### src/rtl/handshake_fifo_buffer.sv
// Elastic multi-slot FIFO for the dataflow handshake fabric.
// Every handshake output comes from registered state, so valid and ready are decoupled.
module handshake_fifo_buffer #(
    parameter int DATA_WIDTH = 32,
    parameter int NUM_SLOTS  = 2
) (
    input  logic                  clk,
    input  logic                  rst,
    input  logic [DATA_WIDTH-1:0] ins,
    input  logic                  ins_valid,
    output logic                  ins_ready,
    output logic [DATA_WIDTH-1:0] outs,
    output logic                  outs_valid,
    input  logic                  outs_ready
);
    localparam int PTR_W = (NUM_SLOTS > 1) ? $clog2(NUM_SLOTS) : 1;
    localparam int CNT_W = $clog2(NUM_SLOTS + 1);
    localparam logic [PTR_W-1:0] LAST_PTR = PTR_W'(NUM_SLOTS - 1);
    localparam logic [CNT_W-1:0] FULL_CNT = CNT_W'(NUM_SLOTS);

    logic [DATA_WIDTH-1:0] mem_q [NUM_SLOTS];
    logic [PTR_W-1:0]      wr_ptr_q, wr_ptr_d;
    logic [PTR_W-1:0]      rd_ptr_q, rd_ptr_d;
    logic [CNT_W-1:0]      count_q, count_d;
    logic                  push, pop;

    // Explicit wrap so non-power-of-two depths never index past the last slot.
    function automatic logic [PTR_W-1:0] next_ptr(input logic [PTR_W-1:0] p);
        return (p == LAST_PTR) ? '0 : p + 1'b1;
    endfunction

    assign ins_ready  = (count_q != FULL_CNT);
    assign outs_valid = (count_q != '0);
    assign outs       = mem_q[rd_ptr_q];
    assign push       = ins_valid & ins_ready;
    assign pop        = outs_valid & outs_ready;

    always_comb begin
        // NOTE: every output gets a default first so no path can infer a latch.
        wr_ptr_d = wr_ptr_q;
        rd_ptr_d = rd_ptr_q;
        count_d  = count_q;
        if (push) begin
            wr_ptr_d = next_ptr(wr_ptr_q);
        end
        if (pop) begin
            rd_ptr_d = next_ptr(rd_ptr_q);
        end
        case ({push, pop})
            2'b10:   count_d = count_q + 1'b1;
            2'b01:   count_d = count_q - 1'b1;
            default: count_d = count_q;
        endcase
    end

    always_ff @(posedge clk or negedge rst) begin
        if (!rst) begin
            wr_ptr_q <= '0;
            rd_ptr_q <= '0;
            count_q  <= '0;
        end else begin
            // NOTE: non-blocking assignments so all registers update from pre-edge values.
            wr_ptr_q <= wr_ptr_d;
            rd_ptr_q <= rd_ptr_d;
            count_q  <= count_d;
        end
    end

    // NOTE: slot storage is deliberately not reset; count gates whether its contents are visible.
    always_ff @(posedge clk) begin
        if (push) begin
            mem_q[wr_ptr_q] <= ins;
        end
    end
endmodule

### config.mk
export PLATFORM = sky130hd
export DESIGN_NAME = handshake_fifo_buffer
export DESIGN_NICKNAME = d
export VERILOG_FILES = /design/src/rtl/handshake_fifo_buffer.sv
export SDC_FILE = /design/constraint.sdc
export NUM_CORES = 1
export LEC_CHECK = 0
export ABC_AREA = 1
export CORE_MARGIN = 5
export CORE_UTILIZATION = 55
export DETAILED_ROUTE_END_ITERATION = 6
export DONT_BUFFER_PORTS = 1
export PLACE_DENSITY = 0.7
export SLEW_MARGIN = 20
export SYNTH_ARGS = -nofsm -noshare
export SYNTH_HDL_FRONTEND = slang
export SYNTH_SLANG_ARGS = --single-unit
### constraint.sdc
create_clock -name clk -period 3 [get_ports clk]
set_clock_uncertainty 0.05 [all_clocks]
set_input_delay 0 -clock clk [delete_from_list [all_inputs] [get_ports clk]]
set_output_delay 0 -clock clk [all_outputs]
set_load 0.02 [all_outputs]
==> impl_results.md, run 1 <==
* Leak pwr at 1.26 nW
* Post-CTS Resized at 0
* Layout cell share with drive strength beyond 1 at 0.0864
* Reg-to-Reg End: mem_q[1][15]$_DFFE_PP_
* Vias in the first global route at 1635
* Clock Tree Buf Depth at 2
* Grt ovf at 0
* CTS root buffer: clkbuf_8
* Via/cell ratio at 5.19
* Pwr/cell area at 981 nW/um^2
* Startpoint types: flop
* Reg area at 2020 sq um
* Peak VDD IR at 735 uV
* Largest net degree at the start of global routing at 34
* R2R Setup Slk at 1.13 ns
* Cells after Synth at 197
* Die H at 78.7 um
* Most common cell after layout, fill and taps aside: nand2_1
* DPL Wire Length at 3.01 mm
* Synth cell types at 17
* Worst reg2reg startpoint: count_q[0]$_DFFE_PN0P_
* I/O pin count at 70
* Yosys warns at 0
* Overall Power at 3.09 mW
* F_max at 535 MHz
* Synth Net Count at 234
* Actual slew at the worst max-slew pin at 0.955 ns
* Filler cell count at 312
* TritonCTS clock tree: yes
* RSZ-0062 raised after global routing: no
* Crit path time final at 1.87 ns
* Number of synthesized register bits at 68
* DRT Pass-1 Iters at 4
* Slew headroom at 0.362
* Syn Area/Cell at 13.2 sq um
* DR vias at 1541
* R2R cell count at 4
* Gr usage total at 0.173
* Met3 usage at 0.0578
* Mapped Area at 2600 sq um
* Hold Path End: mem_q[0][14]$_DFFE_PP_
* TNS Setup at 0 ns
* DRT iter0 DRCs at 81
* Die area at 6200 sq um
* Row cnt at 25
* Setup-failing EPs final at 0
* Layer carrying the most global-route usage: met2
* First-pass GRT wire length at 7.89 mm
* IO buf count at 0
* Min-delay src: ins[14]
* Setup CP Type: reg -> reg
* Wire length per cell at 16.7 um
* Worst-skew pair later-pin latency at 0.32 ns
* Crit path capture type: flop
* CTS buffer count at 9
* Routability-driven placement congestion ratio at 0.742
* WP data arrival at 1.77 ns
* Seq/Total Area, Yosys at 0.778
* CTS clock-pin slew for the worst setup and hold paths at 0.07 ns
* ANT cells at 0
* Worst-path fanout max at 33
* Hold depth at 1
* Final Max Slew Viols at 0
* Fin crit share at 0.623
* Clock net sink count at 68
* Core region area at 4660 sq um
* Hold Crit Class: in -> reg
* Initial Util at 0.558
* # DRC at 0
* Final wirelength at 4.95 mm
* Max_cap viols at 0
* Met2 Usage GRT at 0.309
* Layout net count at 275
* Area Growth Syn to Fin at 21.3%
* H-tree Lvls at 3
* Final hold violations at 0
* Status: complete, no violations
* Antenna Nets Post-Route at 0
* Initial antenna violation count at 0
* Multi-input logic area at 484 sq um
* Width of the die at 78.7 um
* Most frequent cells in the layout: 103 x nand2_1, 64 x edfxtp_1, 36 x dlygate4sd3_1, 9 x clkbuf_8, 5 x inv_1
* Worst Setup SP: count_q[0]$_DFFE_PN0P_
* CP Data Required Time at 2.90 ns
* Met1 Use GR at 0.179
## registers in the layout, summed over array words and instances, names as in the netlist
signal    flops
mem_q        64
rd_ptr_q      1
wr_ptr_q      1
count_q       2
## cell type report
cell class,count,area share
clock inverters,6,0.0175
repair buffers,37,0.117
well taps,54,0.0214
flip-flops and latches,68,0.641
inverters,7,0.00913
multi-input cells,115,0.154
clock buffers,10,0.0405
## stage by stage
stage / instance area (sq um) / util / setup WS (ns) / instances / hold slack [ns]
2_1_floorplan: 2600 / - / 0.552 / 197 / -0.346
3_3_place_gp: 2610 / 0.560 / 1.22 / 245 / -0.345
3_5_place_dp: 2610 / 0.560 / 1.12 / 245 / -0.345
4_1_cts: 3150 / 0.677 / 1.11 / 297 / 0.257
5_1_grt: 3150 / 0.677 / 1.00 / 297 / 0.270
6_report: 3150 / 0.677 / 1.13 / 297 / 0.273
## where the power goes
part / leakage (nW) / total [mW] / internal (mW) / switching [mW]
Sequential: 0.643 / 1.40 / 1.30 / 0.0999
Combinational: 0.531 / 0.996 / 0.196 / 0.800
Clock: 0.0911 / 0.694 / 0.375 / 0.319
## repair_timing
action,4_1_cts,5_1_grt
hold buffers,36,0
buffers inserted,0,0
endpoints found under the hold margin,71,0
## metal layers
layer  part of all wire  vias up
met1               0.38      742
met4              0.023        0
met2               0.53       53
met5                  0        -
met3              0.067       11
li1                   -      735
## critical path, stage by stage, from the launching register on
cell	delay, ns
dfrtp_1	0.41
inv_2	0.08
nand2_4	0.12
nand2_4	0.09
nor2_4	0.73
## how the worst max path moves through the flow
stage / cells past startpoint / slack, ns / endpoint
global placement: 4 / 1.22 / mem_q[1][0]$_DFFE_PP_
global route: 4 / 1.00 / mem_q[1][30]$_DFFE_PP_
floorplan: 4 / 0.55 / mem_q[0][0]$_DFFE_PP_
finish: 4 / 1.13 / mem_q[1][15]$_DFFE_PP_
detailed placement: 4 / 1.12 / mem_q[1][1]$_DFFE_PP_
CTS: 4 / 1.11 / mem_q[1][19]$_DFFE_PP_
## Yosys cell counts, drive strengths merged
cell | n | share of area
nand2 | 106 | 0.16
edfxtp | 64 | 0.74
buf | 7 | 0.027
inv | 7 | 0.011
dfrtp | 4 | 0.039
nor2 | 3 | 0.0072
nand3 | 2 | 0.0039
a21oi | 1 | 0.0019
ha | 1 | 0.0048
nand4 | 1 | 0.0024
xnor2 | 1 | 0.0034
## cells by family (layout without fill, tap and decap cells)
| kind of cell | Yosys count | in the layout | share of synthesized area |
|---|---|---|---|
| adders and majority gates | 1 | 1 | 0.00481 |
| AOI/OAI and AO/OA | 1 | 1 | 0.00192 |
| buffers and inverters | 14 | 60 | 0.0385 |
| and+or+nand+nor | 112 | 112 | 0.173 |
| xor gates and xnor gates | 1 | 1 | 0.00337 |
| DFF | 68 | 68 | 0.778 |
Note: power is estimated with default switching activity, not from simulation.
==> run 2, diff against run 1 <==
ABC_AREA = 0   (was 1)
PLACE_DENSITY = 0.73   (was 0.7)
clock period = 1.5 ns   (was 3 ns; I/O delays follow)
==> run 2 against run 1 <==
The flow now finishes with violations (setup timing). Total power up 100%. Cell area up 2.8%. Synthesized cell count down 41%. Flip-flop and latch count unchanged. First-iteration DRC count up 12%. Global-route usage down 1.5 points. Sequential share of layout area down 1.8 points. Combinational power up 130%. Clock power up 74%. Critical path type unchanged. Largest cell class unchanged.
==> impl_results.md, run 2 <==
* DPL Wire Length at 2.88 mm (-4.3%)
* Hold Crit Class: in -> reg
* Register with the most flip-flops: mem_q
* Vias in the first global route at 1374 (-16%)
* WP data arrival at 1.68 ns (-0.09 ns)
* Clock net sink count at 68 (unchanged)
* Synth cell types at 14 (-3)
* Sequential power share at 0.439 (-0.014)
* Core region area at 4410 sq um (-5.3%)
* R2R cell count at 7 (+3)
* Most common cell after layout, fill and taps aside: edfxtp_1
* Asr flop ratio synth at 0.0588 (unchanged)
* First-pass GRT wire length at 7.03 mm (-11%)
* Startpoint types: flop
* Post-route setup slack at -0.0134 ns (-1.14 ns)
* TritonCTS clock tree: yes
* F_max at 661 MHz (+24%)
* Pwr/cell area at 1920 nW/um^2 (+96%)
* Initial antenna violation count at 0 (unchanged)
* Slew headroom at 0.852 (+0.490)
* Worst-path fanout max at 3 (-91%)
* Worst reg2reg startpoint: count_q[0]$_DFFE_PN0P_
* Switching power at 2.11 mW (+73%)
* Crit path capture type: flop
* I/O pin count at 70 (unchanged)
* Most frequent cells in the layout: 64 x edfxtp_1, 36 x dlygate4sd3_1, 31 x mux2_2, 9 x clkbuf_8, 5 x buf_4
* Number of synthesized register bits at 68 (unchanged)
* Max_cap viols at 0 (unchanged)
* Hold Path End: mem_q[1][13]$_DFFE_PP_
* Area leader, netlist: edfxtp_1
* Wire length per cell at 20.3 um (+22%)
* Gr usage total at 0.158 (-0.0153)
* R2R Setup Slk at -0.01 ns (-1.14 ns)
* Primary FF master, synth: edfxtp_1
* IO buf count at 0 (unchanged)
* Die area at 6040 sq um (-2.6%)
* Worst-skew pair later-pin latency at 0.32 ns (about the same)
* Leak pwr at 1.12 nW (-11%)
* Internal at 4.11 mW (+120%)
* Largest registers: mem_q (64), count_q (2)
* DRT Pass-1 Iters at 4 (unchanged)
* Max reg flops at 64 (unchanged)
* Sw Ratio at 0.339 (-0.0555)
* Synth Net Count at 154 (-34%)
* Reg-to-Reg End: count_q[1]$_DFFE_PN0P_
* Syn Area/Cell at 21.6 sq um (+63%)
* Hold depth at 2 (+1)
* Seq/Total Area, Yosys at 0.802 (+0.0235)
* Mapped Area at 2520 sq um (-2.9%)
* Setup CP Type: reg -> reg
* Status: finished with violations
* CTS clock-pin slew for the worst setup and hold paths at 0.07 ns (about the same)
* Setup-failing EPs final at 1 (+1)
* Layout cell share with drive strength beyond 1 at 0.366 (+0.279)
* Yosys warns at 0 (unchanged)
* Worst Setup SP: count_q[0]$_DFFE_PN0P_
* Min-delay src: ins_valid
* Gate power share at 0.367 (+0.045)
* Cells after Synth at 117 (-41%)
* Fin area at 3240 sq um (+2.8%)
* Die H at 77.7 um (-1.3%)
* H-tree Lvls at 3 (unchanged)
* CTS buffer count at 9 (unchanged)
* Actual slew at the worst max-slew pin at 0.221 ns (-0.734 ns)
* Width of the die at 77.7 um (-1.3%)
* Largest net degree at the start of global routing at 23 (-32%)
* Antenna Nets Post-Route at 0 (unchanged)
* # DRC at 0 (unchanged)
* DP Worst Slack at -0.00874 ns (-1.13 ns)
* ANT cells at 0 (unchanged)
* Grt ovf at 0 (unchanged)
* Leading post-synthesis cells by cell area: edfxtp_1 76%, mux2_2 13%, dfrtp_1 4.0%
* Final hold violations at 0 (unchanged)
* Layout net count at 208 (-24%)
* Top cells by count, synth: 64 x edfxtp_1, 30 x mux2_2, 4 x buf_6, 4 x dfrtp_1, 3 x xnor2_1
* Placed Area at 2680 sq um (+2.6%)
* Share of power burned in the clock network at 0.194 (-0.031)
* Failing checks: setup timing
* Final wirelength at 4.62 mm (-6.8%)
* CTS root buffer: clkbuf_8
* Crit path time final at 1.51 ns (-0.357 ns)
* Final Max Slew Viols at 0 (unchanged)
* Area share of the largest cell type after synthesis at 0.762 (+0.0224)
* Via/cell ratio at 5.30 (+2.2%)
* Initial Util at 0.571 (+0.0138)
* DRT iter0 DRCs at 91 (+12%)
* Routability-driven placement congestion ratio at 0.731 (-1.5%)
* RSZ-0062 raised after global routing: yes
* DR vias at 1204 (-22%)
* Row cnt at 24 (-4.0%)
* CP Data Required Time at 1.66 ns (-1.24 ns)
* Fin crit share at 1.01 (+0.386)
* Area Growth Syn to Fin at 28.5%
* Most common cell in the netlist: edfxtp_1
* Peak VDD IR at 1410 uV (+92%)
* EDFF count, synth at 64 (unchanged)
* Hold_ws at 0.127 ns (-0.146 ns)
* Clock Tree Buf Depth at 2 (unchanged)
[run 2: cell count changes after synthesis, moves of 2 or more]
cell,previous run,this run
nand3_1,2,0
inv_1,5,0
nand2_1,103,1
buf_4,2,0
nand2_4,2,0
mux2_2,0,30
mux2_1,0,2
xnor2_1,1,3
xor2_1,0,2
[run 2: logic make-up (layout without fill, tap and decap cells)]
kind of cell               Yosys count  in the layout  synth area share
and+or+nand+nor                      7              7            0.0154
muxes                               32             32             0.143
buffers and inverters                4             62            0.0179
xor gates and xnor gates             5              5            0.0174
adders and majority gates            1              1           0.00496
DFF                                 68             68             0.802
[run 2: worst max-delay path by stage]
stage | endpoint | slack (ns)
global route | count_q[1]$_DFFE_PN0P_ | -0.07
CTS | count_q[1]$_DFFE_PN0P_ | -0.006
detailed placement | count_q[1]$_DFFE_PN0P_ | -0.009
finish | count_q[1]$_DFFE_PN0P_ | -0.01
global placement | count_q[1]$_DFFE_PN0P_ | 0.07
floorplan | mem_q[0][0]$_DFFE_PP_ | -0.10
[run 2: routing by layer]
| metal | vias to the layer above | share of wire | track usage |
|---|---|---|---|
| li1 | 560 | - | - |
| met1 | 589 | 0.35 | 0.161 |
| met2 | 46 | 0.56 | 0.286 |
| met3 | 9 | 0.070 | 0.0521 |
| met4 | 0 | 0.019 | 0.0756 |
| met5 | - | 0 | 0 |
[run 2: what timing repair did]
item,in CTS,in global routing
resized for setup,4,5
endpoints found under the setup margin,2,77
hold endpoints to repair,71,2
hold buffers,35,1
buffers inserted,0,1
pin swaps,2,6
gates cloned,0,0
[run 2: stage by stage]
| stage | total power [mW] | cells | setup TNS [ns] | util |
|---|---|---|---|---|
| after floorplan | 4.40 | 117 | -4.89 | - |
| after global placement | 4.77 | 175 | 0 | 0.607 |
| after detailed placement | 4.85 | 175 | -0.00874 | 0.607 |
| after CTS | 6.18 | 225 | -0.00616 | 0.725 |
| after global routing | 6.51 | 227 | -1.75 | 0.734 |
| final | 6.22 | 227 | -0.0134 | 0.734 |
[run 2: cell type report]
cell class | count | area [sq um]
multi-input combinational | 45 | 502
clock buffer | 10 | 128
clock inverter | 5 | 30.0
tap | 52 | 65.1
timing repair buffer | 47 | 495
sequential | 68 | 2020
fill | 239 | 1170
[run 2: critical path: stages (launching register included)]
cell      delay, ns
dfrtp_1        0.39
buf_4          0.16
nand2b_4       0.18
nand2_4        0.13
ha_4           0.17
xnor2_2        0.12
nor2_2         0.06
xor2_1         0.15
[run 2: power groups by stage]
stage / clock [mW] / sequential, mW / combinational (mW)
2_1_floorplan: 0 / 2.74 / 1.65
3_3_place_gp: 0 / 2.74 / 2.03
3_5_place_dp: 0 / 2.77 / 2.07
4_1_cts: 1.23 / 2.73 / 2.22
5_1_grt: 1.34 / 2.77 / 2.41
6_report: 1.21 / 2.73 / 2.28
==> run 3, diff against run 2 <==
CORE_ASPECT_RATIO = 1.1   (was unset)
==> run 3 against run 2 <==
The flow now finishes without violations. Total power is 6.9% higher. Cell count rose by 0.88%. Sequential share of layout area decreased by 1.0 points. Register-to-register slack better by 0.05 ns. Critical path type unchanged. Non-clock buffer count is 1 lower. Worst setup slack improved by 0.047 ns. Highest routed layer unchanged. Largest power group unchanged.
==> impl_results.md, run 3 (synthesis gave the netlist of run 2 again) <==
* CTS buffer count at 9 (unchanged)
* Fin crit share at 0.977 (-0.0316)
* Row cnt at 25 (+4.2%)
* Hold Crit Class: in -> reg
* Max incr delay on CP at 0.38 ns (about the same)
* Sequential power share at 0.411 (-0.028)
* Pwr/cell area at 2020 nW/um^2 (+5.1%)
* Area Growth Syn to Fin at 30.7%
* Layout net count at 207 (-0.48%)
* Layout cell share with drive strength beyond 1 at 0.343 (-0.0229)
* Buf/Inv on CP at 0 (-1)
* Routability-driven placement congestion ratio at 0.665 (-9.0%)
* Die area at 6040 sq um (about the same)
* Clock net sink count at 68 (unchanged)
* Switching power at 2.08 mW (-1.3%)
* Multi-input logic area at 499 sq um (-0.50%)
* Gate power share at 0.332 (-0.035)
* Largest registers: mem_q (64), count_q (2)
* Grt ovf at 0 (unchanged)
* Via/cell ratio at 5.35 (+0.86%)
* Sw Ratio at 0.313 (-0.0258)
* Die H at 81.0 um (+4.3%)
* H-tree Lvls at 3 (unchanged)
* CP Data Required Time at 1.70 ns (+0.04 ns)
* Max reg flops at 64 (unchanged)
* RSZ-0062 raised after global routing: yes
* Vias in the first global route at 1363 (-0.80%)
* Clock Tree Buf Depth at 2 (unchanged)
* Most common cell after layout, fill and taps aside: edfxtp_1
* TNS Setup at 0 ns (+0.0134 ns)
* Peak VDD IR at 1270 uV (-9.6%)
* Width of the die at 74.6 um (-4.1%)
* # DRC at 0 (unchanged)
* WP data arrival at 1.66 ns (-0.02 ns)
* Status: complete, no violations
* Setup CP Type: reg -> reg
* Wire length per cell at 20.2 um (-0.85%)
* Final wirelength at 4.62 mm (about the same)
* Initial Util at 0.576 (+0.00457)
* Register with the most flip-flops: mem_q
* Filler cell count at 269 (+13%)
* Slew headroom at 0.865 (+0.0136)
* IO buf count at 0 (unchanged)
* Overall Power at 6.65 mW (+6.9%)
* Startpoint types: flop
* Initial antenna violation count at 0 (unchanged)
* Max_cap viols at 0 (unchanged)
* Worst-path fanout max at 2 (-1)
* First-pass GRT wire length at 6.87 mm (-2.3%)
* Reg area at 2020 sq um (unchanged)
* I/O pin count at 70 (unchanged)
* Actual slew at the worst max-slew pin at 0.202 ns (-0.0195 ns)
* Share of power burned in the clock network at 0.258 (+0.064)
* DPL Wire Length at 2.69 mm (-6.8%)
* ANT cells at 0 (unchanged)
* Top Family by Delay on Critical Path: simple AND/OR/NAND/NOR gates
* CTS clock-pin slew for the worst setup and hold paths at 0.07 ns (about the same)
* Slowest CP cell: dfrtp_1
* Crit path time final at 1.47 ns (-0.0474 ns)
* Leak pwr at 1.15 nW (+2.4%)
* Internal at 4.57 mW (+11%)
* Crit path capture type: flop
* F_max at 682 MHz (+3.2%)
* Antenna Nets Post-Route at 0 (unchanged)
* Final Max Slew Viols at 0 (unchanged)
* TritonCTS clock tree: yes
* Setup-failing EPs final at 0 (-1)
* Most frequent cells in the layout: 64 x edfxtp_1, 36 x dlygate4sd3_1, 30 x mux2_2, 9 x clkbuf_8, 6 x buf_4
* CTS root buffer: clkbuf_8
* DRT iter0 DRCs at 30 (-67%)
* Cell chain of the critical path: or2_1 > and2_4 > ha_4 > xnor2_2 > nor2_1 > xor2_1
* Core region area at 4380 sq um (-0.79%)
* DR vias at 1225 (+1.7%)
* Final hold violations at 0 (unchanged)
* Gr usage total at 0.166 (+0.00768)
* Worst-skew pair later-pin latency at 0.32 ns (about the same)
* DRT Pass-1 Iters at 4 (unchanged)
* Largest net degree at the start of global routing at 33 (+43%)
## run 3: metal layers
layer | wire length (um) | part of all wire | track usage
met3 | 436 | 0.094 | 0.0879
met4 | 58 | 0.013 | 0.0641
met2 | 2560 | 0.55 | 0.301
met1 | 1560 | 0.34 | 0.151
met5 | 0 | 0 | 0
## run 3: final timing paths
kind                                         from                     end  slack [ns]  cells after the start
hold reg to reg            count_q[1]$_DFFE_PN0P_  count_q[1]$_DFFE_PN0P_        0.53                      2
setup reg to reg           count_q[0]$_DFFE_PN0P_  count_q[1]$_DFFE_PN0P_        0.03                      6
setup / recovery           count_q[0]$_DFFE_PN0P_  count_q[1]$_DFFE_PN0P_        0.03                      6
min in group asynchronous                     rst    rd_ptr_q$_DFFE_PN0P_        0.43                      2
max in group asynchronous                     rst    wr_ptr_q$_DFFE_PN0P_        0.80                      2
hold / removal                          ins_valid   mem_q[1][4]$_DFFE_PP_        0.16                      2
## run 3: metrics by stage
step	setup WS (ns)	cell area [sq um]	cells	utilization	hold WS, ns
CTS	0.00428	3270	228	0.746	0.143
floorplan	-0.105	2550	117	-	-0.346
global placement	0.0583	2670	176	0.611	-0.345
finish	0.0340	3300	229	0.753	0.156
global route	-0.0594	3300	229	0.753	0.142
detailed placement	0.00250	2670	176	0.611	-0.346
## run 3: final cells by class
class,instances,area share
well taps,54,0.0205
flip-flops and latches,68,0.614
multi-input cells,45,0.151
repair buffers,46,0.145
clock buffers,10,0.0387
clock inverters,6,0.0311
## run 3: power by group through the flow
stage / logic, mW / registers, mW / clock network, mW
after detailed placement: 2.05 / 2.76 / 0
after CTS: 2.16 / 2.73 / 1.75
after global routing: 2.35 / 2.77 / 1.85
final: 2.21 / 2.73 / 1.71
after global placement: 2.02 / 2.73 / 0
after floorplan: 1.65 / 2.74 / 0
## run 3: timing repair
action / in CTS / in global routing
setup endpoints to repair: 1 / 22
buffers inserted: 0 / 1
hold buffers: 36 / 0
endpoints found under the hold margin: 71 / 0
gates resized for setup: 1 / 3
pin swaps: 3 / 4
gates cloned: 0 / 0
